--- src/rtl/div_seq_if.sv ---
`default_nettype none
// ============================================================================
//  Module      : div_seq_if
//  Description : EX-stage <-> divider handshake bundle. master = EX stage,
//                slave = divider.
//  Revision    : 1.0  initial release
// ============================================================================
interface div_seq_if #(
    parameter int DATA_W = 32
);
    logic                  start;
    logic                  signed_div;
    logic [DATA_W-1:0]     opdata1;
    logic [DATA_W-1:0]     opdata2;
    logic                  annul;
    logic [2*DATA_W-1:0]   result;
    logic                  ready;
    logic                  stallreq;

    modport master (
        output start, signed_div, opdata1, opdata2, annul,
        input  result, ready, stallreq
    );

    modport slave (
        input  start, signed_div, opdata1, opdata2, annul,
        output result, ready, stallreq
    );
endinterface
`default_nettype wire

--- src/rtl/div_seq.sv ---
`default_nettype none
// ============================================================================
//  Module      : div_seq
//  Description : Multi-cycle restoring shift-subtract divider for DIV/DIVU.
//                One quotient bit per cycle, signed fix-up on completion,
//                pipeline stall requested until the result is ready.
//  Revision    : 1.0  initial release
// ============================================================================
module div_seq #(
    parameter int DATA_W = 32,
    parameter int CNT_W  = 6
) (
    input  wire logic   clk,
    input  wire logic   rst,
    div_seq_if.slave    bus
);

    localparam logic [1:0] c_IDLE    = 2'd0;
    localparam logic [1:0] c_DIVZERO = 2'd1;
    localparam logic [1:0] c_ON      = 2'd2;
    localparam logic [1:0] c_END     = 2'd3;

    localparam logic [CNT_W-1:0] c_LAST = CNT_W'(DATA_W - 1);
    localparam logic [CNT_W-1:0] c_ONE  = CNT_W'(1);

    logic [1:0]          r_state_q,  w_state_d;
    logic [CNT_W-1:0]    r_cnt_q,    w_cnt_d;
    logic                r_signed_q, w_signed_d;
    logic                r_neg1_q,   w_neg1_d;
    logic                r_neg2_q,   w_neg2_d;
    logic [DATA_W-1:0]   r_dvd_q,    w_dvd_d;   // dividend shifting out, quotient shifting in
    logic [DATA_W-1:0]   r_dvs_q,    w_dvs_d;
    logic [DATA_W-1:0]   r_rem_q,    w_rem_d;
    logic [2*DATA_W-1:0] r_result_q, w_result_d;
    logic                r_ready_q,  w_ready_d;

    logic                w_in_neg1, w_in_neg2;
    logic [DATA_W-1:0]   w_abs1, w_abs2;
    logic [DATA_W:0]     w_trial, w_diff;
    logic                w_fits;
    logic [DATA_W-1:0]   w_rem_step, w_quo_step, w_rem_fix, w_quo_fix;

    // Operand conditioning and one restoring-division iteration.
    always_comb begin
        w_in_neg1  = bus.signed_div & bus.opdata1[DATA_W-1];
        w_in_neg2  = bus.signed_div & bus.opdata2[DATA_W-1];
        w_abs1     = w_in_neg1 ? -bus.opdata1 : bus.opdata1;
        w_abs2     = w_in_neg2 ? -bus.opdata2 : bus.opdata2;

        // Shift {rem, dvd} left by one and trial-subtract the divisor.
        w_trial    = {r_rem_q, r_dvd_q[DATA_W-1]};
        w_diff     = w_trial - {1'b0, r_dvs_q};
        w_fits     = ~w_diff[DATA_W];
        w_rem_step = w_fits ? w_diff[DATA_W-1:0] : w_trial[DATA_W-1:0];
        w_quo_step = {r_dvd_q[DATA_W-2:0], w_fits};

        // Truncating signed division: quotient negative when signs differ,
        // remainder follows the dividend's sign.
        w_quo_fix  = (r_signed_q & (r_neg1_q ^ r_neg2_q)) ? -w_quo_step : w_quo_step;
        w_rem_fix  = (r_signed_q & r_neg1_q) ? -w_rem_step : w_rem_step;
    end

    // Sequencer next-state; annul overrides every transition.
    always_comb begin
        w_state_d  = r_state_q;
        w_cnt_d    = r_cnt_q;
        w_signed_d = r_signed_q;
        w_neg1_d   = r_neg1_q;
        w_neg2_d   = r_neg2_q;
        w_dvd_d    = r_dvd_q;
        w_dvs_d    = r_dvs_q;
        w_rem_d    = r_rem_q;
        w_result_d = r_result_q;
        w_ready_d  = 1'b0;

        case (r_state_q)
            c_IDLE: begin
                w_result_d = '0;
                if (bus.start && !bus.annul) begin
                    if (bus.opdata2 == '0) begin
                        w_state_d = c_DIVZERO;
                    end else begin
                        w_state_d  = c_ON;
                        w_signed_d = bus.signed_div;
                        w_neg1_d   = w_in_neg1;
                        w_neg2_d   = w_in_neg2;
                        w_dvd_d    = w_abs1;
                        w_dvs_d    = w_abs2;
                        w_rem_d    = '0;
                        w_cnt_d    = '0;
                    end
                end
            end
            c_DIVZERO: begin
                w_state_d  = c_END;
                w_result_d = '0;
                w_ready_d  = 1'b1;
            end
            c_ON: begin
                w_dvd_d = w_quo_step;
                w_rem_d = w_rem_step;
                w_cnt_d = r_cnt_q + c_ONE;
                if (r_cnt_q == c_LAST) begin
                    w_state_d  = c_END;
                    w_result_d = {w_rem_fix, w_quo_fix};
                    w_ready_d  = 1'b1;
                end
            end
            c_END: begin
                w_state_d  = c_IDLE;
                w_result_d = '0;
            end
            default: begin
                w_state_d  = c_IDLE;
                w_result_d = '0;
            end
        endcase

        if (bus.annul) begin
            w_state_d  = c_IDLE;
            w_ready_d  = 1'b0;
            w_result_d = '0;
        end
    end

    // State and datapath registers.
    always_ff @(posedge clk) begin
        if (rst) begin
            r_state_q  <= c_IDLE;
            r_cnt_q    <= '0;
            r_signed_q <= 1'b0;
            r_neg1_q   <= 1'b0;
            r_neg2_q   <= 1'b0;
            r_dvd_q    <= '0;
            r_dvs_q    <= '0;
            r_rem_q    <= '0;
            r_result_q <= '0;
            r_ready_q  <= 1'b0;
        end else begin
            r_state_q  <= w_state_d;
            r_cnt_q    <= w_cnt_d;
            r_signed_q <= w_signed_d;
            r_neg1_q   <= w_neg1_d;
            r_neg2_q   <= w_neg2_d;
            r_dvd_q    <= w_dvd_d;
            r_dvs_q    <= w_dvs_d;
            r_rem_q    <= w_rem_d;
            r_result_q <= w_result_d;
            r_ready_q  <= w_ready_d;
        end
    end

    // Stall drops in the ready cycle so the pipeline advances with the result.
    always_comb begin
        bus.result   = r_result_q;
        bus.ready    = r_ready_q;
        bus.stallreq = bus.start & ~r_ready_q;
    end

endmodule
`default_nettype wire
--- src/flat_wrapper.sv ---
// flat-port wrapper written by rule: the top's interface ports become plain ports
module div_seq_flat 
#(
    parameter int DATA_W = 32,
    parameter int CNT_W  = 6
)
  (clk, rst, bus_start, bus_signed_div, bus_opdata1, bus_opdata2, bus_annul, bus_result, bus_ready, bus_stallreq);
  div_seq_if #(.DATA_W(DATA_W)) bus_i ();
  input  wire logic clk;
  input  wire logic rst;
  input wire logic [$bits(bus_i.start)-1:0] bus_start;
  input wire logic [$bits(bus_i.signed_div)-1:0] bus_signed_div;
  input wire logic [$bits(bus_i.opdata1)-1:0] bus_opdata1;
  input wire logic [$bits(bus_i.opdata2)-1:0] bus_opdata2;
  input wire logic [$bits(bus_i.annul)-1:0] bus_annul;
  output wire logic [$bits(bus_i.result)-1:0] bus_result;
  output wire logic [$bits(bus_i.ready)-1:0] bus_ready;
  output wire logic [$bits(bus_i.stallreq)-1:0] bus_stallreq;
  assign bus_i.start = bus_start;
  assign bus_i.signed_div = bus_signed_div;
  assign bus_i.opdata1 = bus_opdata1;
  assign bus_i.opdata2 = bus_opdata2;
  assign bus_i.annul = bus_annul;
  assign bus_result = bus_i.result;
  assign bus_ready = bus_i.ready;
  assign bus_stallreq = bus_i.stallreq;
  div_seq #(.DATA_W(DATA_W), .CNT_W(CNT_W)) u_core (.clk(clk), .rst(rst), .bus(bus_i));
endmodule
--- config.mk ---
export PLATFORM = sky130hd
export DESIGN_NAME = div_seq_flat
export DESIGN_NICKNAME = d
export VERILOG_FILES = /design/src/rtl/div_seq_if.sv /design/src/rtl/div_seq.sv /design/src/flat_wrapper.sv
export SDC_FILE = /design/constraint.sdc
export NUM_CORES = 1
export LEC_CHECK = 0
export CAP_MARGIN = 20
export CORE_MARGIN = 2
export CORE_UTILIZATION = 40
export CTS_CLUSTER_DIAMETER = 60
export CTS_CLUSTER_SIZE = 40
export DETAILED_ROUTE_END_ITERATION = 10
export SETUP_SLACK_MARGIN = 0.5
export SYNTH_ARGS = -nofsm -noshare
export SYNTH_HDL_FRONTEND = slang
export SYNTH_SLANG_ARGS = --single-unit
--- constraint.sdc ---
create_clock -name clk -period 8.1 [get_ports clk]
set_input_delay 0.81 -clock clk [delete_from_list [all_inputs] [get_ports clk]]
set_output_delay 0.81 -clock clk [all_outputs]
set_load 0.1 [all_outputs]
; ---- After elaboration in Yosys (flattened, before gate mapping)
; Cells that the tools add are included.
[op_classes]
n_addsub = 6
eq_ne = 7
mux = 22
n_bitwise = 9
n_reduce_logical = 10
[ops]
columns = cell, n
row1 = 2-to-1 mux 32 bit, 9
row2 = negation 32 bit, 4
row3 = one-hot mux 32 bit (2 select lines), 2
row4 = one-hot mux 64 bit (2 select lines), 1
row5 = 2-to-1 mux 64 bit, 1
row6 = subtractor 33 x 32 -> 33 bit, 1
row7 = zero test 32 bit, 1
row8 = 2-to-1 mux 6 bit, 2
row9 = one-hot mux 6 bit (2 select lines), 1
row10 = one-hot mux 2 bit (4 select lines), 1
row11 = "adder 6 x 1 -> 6 bit, second input constant", 1
row12 = "== test 6 x 5 -> 1 bit, second input constant", 1
row13 = 2-to-1 mux 2 bit, 3
row14 = AND reduction 3 bit, 2
row15 = AND 1 bit, 5
row16 = "== test 2 bit, second input constant", 2
row17 = "inequality test 2 x 1 -> 1 bit, second input constant", 2
row18 = inverter 1 bit, 3
row19 = OR reduction 3 bit, 1
row20 = "== test 2 x 1 -> 1 bit, second input constant", 1
row21 = zero test 2 bit, 1
row22 = "inequality test 2 bit, second input constant", 1
row23 = one-hot mux 1 bit (2 select lines), 1
row24 = AND reduction 2 bit, 1
row25 = 6 further kinds, 6
[totals]
register_bits = 172
inputBits = 69
out_inout_bits = 66

; ---- Longest topological paths before layout
[logic_depth]
ltp_word = 6
depth_mapped = 25

; ---- Least setup slack after synthesis
; Ideal clock, no wire load.
[synth_timing]
kind = register -> register
startpoint = register u_core.r_dvd_q[31]
endpoint = register u_core.r_result_q[26] (netlist: u_core.bus.result[26])
arrival_ns = 4.603
t_required_ns = 7.968
path_slack_ns = 3.365
path_stages_with_launch = 24
synth_period_minus_slack_ns = 4.735
cell_sequence = dfxtp_1 inv_1 ha_1 inv_1 fa_1 a211oi_2 o211ai_1 and2_4 o211a_1 o211a_1 buf_6 inv_4 buf_6 buf_4 buf_2 ha_1 inv_1 or4_1 or4_1 o21ai_0 o21ai_0 xor2_1 nand2_1 a21oi_1
[synth_via]
elab_chain_len = 6
[synth_rtl]
columns = item, line
row1 = from (decl), div_seq.sv:31  ; logic [DATA_W-1:0] r_dvd_q, w_dvd_d;
row2 = from (signal assigned), div_seq.sv:145  ; r_dvd_q <= w_dvd_d;
row3 = subtractor 33 x 32 -> 33 bit, div_seq.sv:52  ; w_diff = w_trial - {1'b0, r_dvs_q};
row4 = inverter 1 bit, div_seq.sv:53  ; w_fits = ~w_diff[DATA_W];
row5 = negation 32 bit, div_seq.sv:59  ; w_quo_fix = (r_signed_q & (r_neg1_q ^ r_neg2_q)) ? -w_quo_step : w_quo_step;
row6 = 2-to-1 mux 32 bit, div_seq.sv:59
row7 = 2-to-1 mux 64 bit, div_seq.sv:103  ; if (r_cnt_q == c_LAST) begin
row8 = one-hot mux 64 bit (2 select lines), div_seq.sv:76  ; case (r_state_q)
row9 = to (signal assigned), div_seq.sv:148  ; r_result_q <= w_result_d;
row10 = to (decl), div_seq.sv:34  ; logic [2*DATA_W-1:0] r_result_q, w_result_d;
; No other way between the ends. The select of a mux whose other input is x is not followed.
; A chain may end at the register's enable or synchronous reset.

; ---- Worst setup path in the final report
[layout_timing]
startpoint = register u_core.r_dvs_q[0]
endpoint = register u_core.r_result_q[62] (netlist: u_core.bus.result[62])
[layout_via]
elab_chain_len = 6
[layout_rtl]
columns = item, line
row1 = from (decl), div_seq.sv:32  ; logic [DATA_W-1:0] r_dvs_q, w_dvs_d;
row2 = from (signal assigned), div_seq.sv:146  ; r_dvs_q <= w_dvs_d;
row3 = subtractor 33 x 32 -> 33 bit *, div_seq.sv:52
row4 = 2-to-1 mux 32 bit *, div_seq.sv:54  ; w_rem_step = w_fits ? w_diff[DATA_W-1:0] : w_trial[DATA_W-1:0];
row5 = negation 32 bit, div_seq.sv:60  ; w_rem_fix = (r_signed_q & r_neg1_q) ? -w_rem_step : w_rem_step;
row6 = 2-to-1 mux 32 bit *, div_seq.sv:60
row7 = 2-to-1 mux 64 bit *, div_seq.sv:103
row8 = one-hot mux 64 bit (2 select lines) *, div_seq.sv:76
; Mark *: on every way between the ends. The rest lies on a longest branch, timed or not. The select of a mux whose other input is x is not followed.

==> flow_summary.yaml <==
status:
  outcome: "finished, final reports clean"
sta:
  setup_tns_ps: 0
  finalHoldViolCount: 0
  rsz0062_at_grt: "false"
  worst_pin_slew_ps: 1050
  period_share_pct: 66.5
  setup_ws_ps: 2720
  max_slew_margin_pct: 29.8
  setup_viol: 0
  fmax_ghz: 0.186
  drv_slew: 0
  finalCriticalPeriod_ps: 5380
  fin_worst_skew_ps: 16.8
cts:
  cts_made_buffers: 17
  clockBufferDepth: 2
  clk_latency_ps: 440
  root_buffer: "clkbuf_16"
  htreeDepth: 4
  cts_setup_buffers: 0
  cts_hold_buf: 0
  ctsResizeCount: 0
  clock-sinks: 172
  clk_pin_slew_ps: 70
  cts_tree: "yes"
grt:
  grt_pass1_vias: 10864
  grt_pass1_wl_mm: 60.7
  met2_usage_pct: 37.0
  grt_use_total_pct: 24.3
  grt_overflow: 0
  grtUsageMet3_pct: 3.41
  top_usage_layer: "met2"
  antenna_found_initial: 0
  grt_max_degree: 84
  grt_util_met1_pct: 35.8
drt:
  dr.first_iter.drc_count: 1079
  first_pass_iters: 5
  post_drt_wl_per_cell_um: 18.7
  num_vias: 12051
  vias_per_cell: 5.80
  wl_mm: 38.9
  postRouteAntennaNets: 0
  drcViolationCount: 0
yosys:
  yosys-top-cells-area: "dfxtp_1, a21oi_1, nand2_1"
  synth.distinct_cells: 93
  synth.net_count: 1720
  syn_area_sq_mm: 0.0121
  synth_warnings: 0
  yosysMostFrequentCell: "nand2_1"
  syn_inst: 1610
  synth.yosys.seq_area_share_pct: 28.4
  avgSynthCellArea_sq_um: 7.53
  ys_async_sr_fraction_pct: 0
  yosys.area.top_type: "dfxtp_1"
  ys.flop_type: "dfxtp_1"
  synth_top_area_share_pct: 28.4
  synthTopCellsByCount: "nand2_1, dfxtp_1, nor2_1"
  synth-seq-cells: 172
  synth-edff-count: 0
pwr:
  p_per_area_mw_per_mm2: 158
  p_seq_share_pct: 40.4
  netSwitchingPower_mw: 0.739
  leakage_nw: 4.95
  p_sw_share_pct: 33.0
  intPower_mw: 1.50
  combPwrFrac_pct: 22.0
  clock_power_share_pct: 37.6
  irDropWorstVdd_mv: 0.137
placement:
  place_hpwl_mm: 29.5
  port_buffers: 134
  gp_congestion: 0.957
  dp_slack_ps: 2790
  place_area_sq_mm: 0.0136
  placed_cells: 2044
worst_setup_path:
  cp-start-kind: "flop"
  worst_ep_arrival_time_ps: 5750
  worstSetupEndpointType: "flop"
  worstSetupPathType: "reg2reg"
  worstPathRequired_ps: 8460
  cp_max_fo: 34
floorplan:
  rows: 63
  die_h_um: 178
  fp.dieW_um: 178
  initial_utilization_pct: 40.8
  ioPinCount: 135
  fp.coreArea_sq_mm: 0.0297
  dieArea_sq_mm: 0.0317
cells_and_area:
  fill_cells: 2946
  drive_gt1_share_pct: 5.93
  fin_nets: 1784
  seq_area_sq_mm: 0.00344
  multi_input_area_sq_mm: 0.00799
  antennaDiodeCount: 0
  layout-area-overhead-vs-synth_pct: 17.0
  fin_area_sq_mm: 0.0142
  fin_cells: 2077
min_path:
  hold_path.class: "reg2reg"
job:
  cap_viol_max_count: 0
## flip-flops by register name, summed over array words and instances (netlist names)
| register | cells |
|---|---|
| u_core.bus.result | 64 |
| u_core.r_dvd_q | 32 |
| u_core.r_dvs_q | 32 |
| u_core.r_rem_q | 32 |
| u_core.r_cnt_q | 6 |
| u_core.r_state_q | 2 |
| u_core.bus.ready | 1 |
| u_core.r_neg1_q | 1 |
| u_core.r_neg2_q | 1 |
| u_core.r_signed_q | 1 |
## final timing paths
kind / startpoint / end / slack (ps) / cells after the start
max: u_core.r_dvs_q[0]$_SDFFE_PP0P_ / u_core.bus.result[62]$_SDFFE_PP0P_ / 2720 / 18
min: u_core.bus.result[28]$_SDFFE_PP0P_ / u_core.bus.result[28]$_SDFFE_PP0P_ / 450 / 2
max reg2reg: u_core.r_dvs_q[0]$_SDFFE_PP0P_ / u_core.bus.result[62]$_SDFFE_PP0P_ / 2720 / 18
min reg2reg: u_core.bus.result[28]$_SDFFE_PP0P_ / u_core.bus.result[28]$_SDFFE_PP0P_ / 450 / 2
## kinds of logic after synthesis
group	count (synthesis)	synth area share, %
fa+ha+maj	41	4.30
xor+xnor	122	8.82
simple gates	613	24.1
compound gates	469	25.6
mux	32	2.86
buf+inv	161	5.87
flops	172	28.4
## layout make-up
class	count	area share (%)
multi-input cells	1277	56.3
flip-flops and latches	172	24.3
repair buffers	146	10.2
well taps	390	3.44
clock buffers	19	3.12
inverters	60	1.61
clock inverters	13	1.02
## power groups by stage
stage | clock (mW) | sequential (mW) | combinational [mW]
after CTS | 0.855 | 0.903 | 0.488
after detailed placement | 0 | 0.923 | 0.486
after global placement | 0 | 0.922 | 0.485
after global routing | 0.889 | 0.907 | 0.540
final | 0.843 | 0.905 | 0.493
after floorplan | 0 | 0.907 | 0.348
## through the flow
stage	hold WS, ps	utilization [%]	power, mW
final	450	47.7	2.24
after global routing	470	47.7	2.34
after CTS	455	47.6	2.25
after detailed placement	444	45.7	1.41
after global placement	438	45.7	1.41
after floorplan	432	-	1.26
## critical path, cell delays in order (launching register included)
cell and delay (ps):
dfxtp_1 420, ha_1 200, inv_1 60, fa_1 430
a211oi_2 240, o211ai_1 190, and2_4 210, o2111ai_1 180
o211a_2 750, buf_4 500, mux2i_1 330, ha_1 310
nand2_1 110, nor4_1 180, a41oi_1 80, nor3_1 270
nand4b_1 250, or3_1 440, a31oi_1 170
## placed cells by master, fill, tap and decap left out, drive strengths merged, types with 5 or more instances in the layout
| master | netlist | routed |
|---|---|---|
| a2111oi | 14 | 14 |
| o2111ai | 5 | 5 |
| and2 | 16 | 16 |
| a41oi | 6 | 6 |
| a211oi | 57 | 57 |
| nand4 | 7 | 7 |
| xor2 | 73 | 73 |
| mux2 | 8 | 8 |
| inv | 60 | 69 |
| mux2i | 24 | 24 |
| a22oi | 19 | 19 |
| a21oi | 155 | 155 |
| or4 | 10 | 10 |
| o21ai | 97 | 97 |
| nand2 | 200 | 200 |
| a32oi | 10 | 10 |
| o31ai | 15 | 15 |
| dfxtp | 172 | 172 |
| ha | 40 | 40 |
| nand4b | 5 | 5 |
| nor2b | 10 | 10 |
| and3 | 12 | 12 |
| o211ai | 7 | 7 |
| nor4 | 20 | 20 |
| nor2 | 163 | 163 |
| nand3 | 51 | 51 |
| nor3b | 5 | 5 |
| xnor2 | 49 | 49 |
| buf | 45 | 13 |
| o41ai | 6 | 6 |
| a31oi | 29 | 29 |
| nor3 | 54 | 54 |
| or2 | 6 | 6 |
| clkbuf | 56 | 19 |
| or3 | 30 | 30 |
| clkdlybuf4s50 | 0 | 133 |
| nand2b | 12 | 12 |
| a21o | 8 | 8 |
## per-layer routing
| layer | part of all wire [%] | wire length (um) |
|---|---|---|
| met1 | 48 | 18800 |
| met2 | 44 | 17100 |
| met3 | 6.4 | 2490 |
| met4 | 1.6 | 614 |
| met5 | 0 | 0 |
No activity file was read; power rests on OpenSTA's default activity.
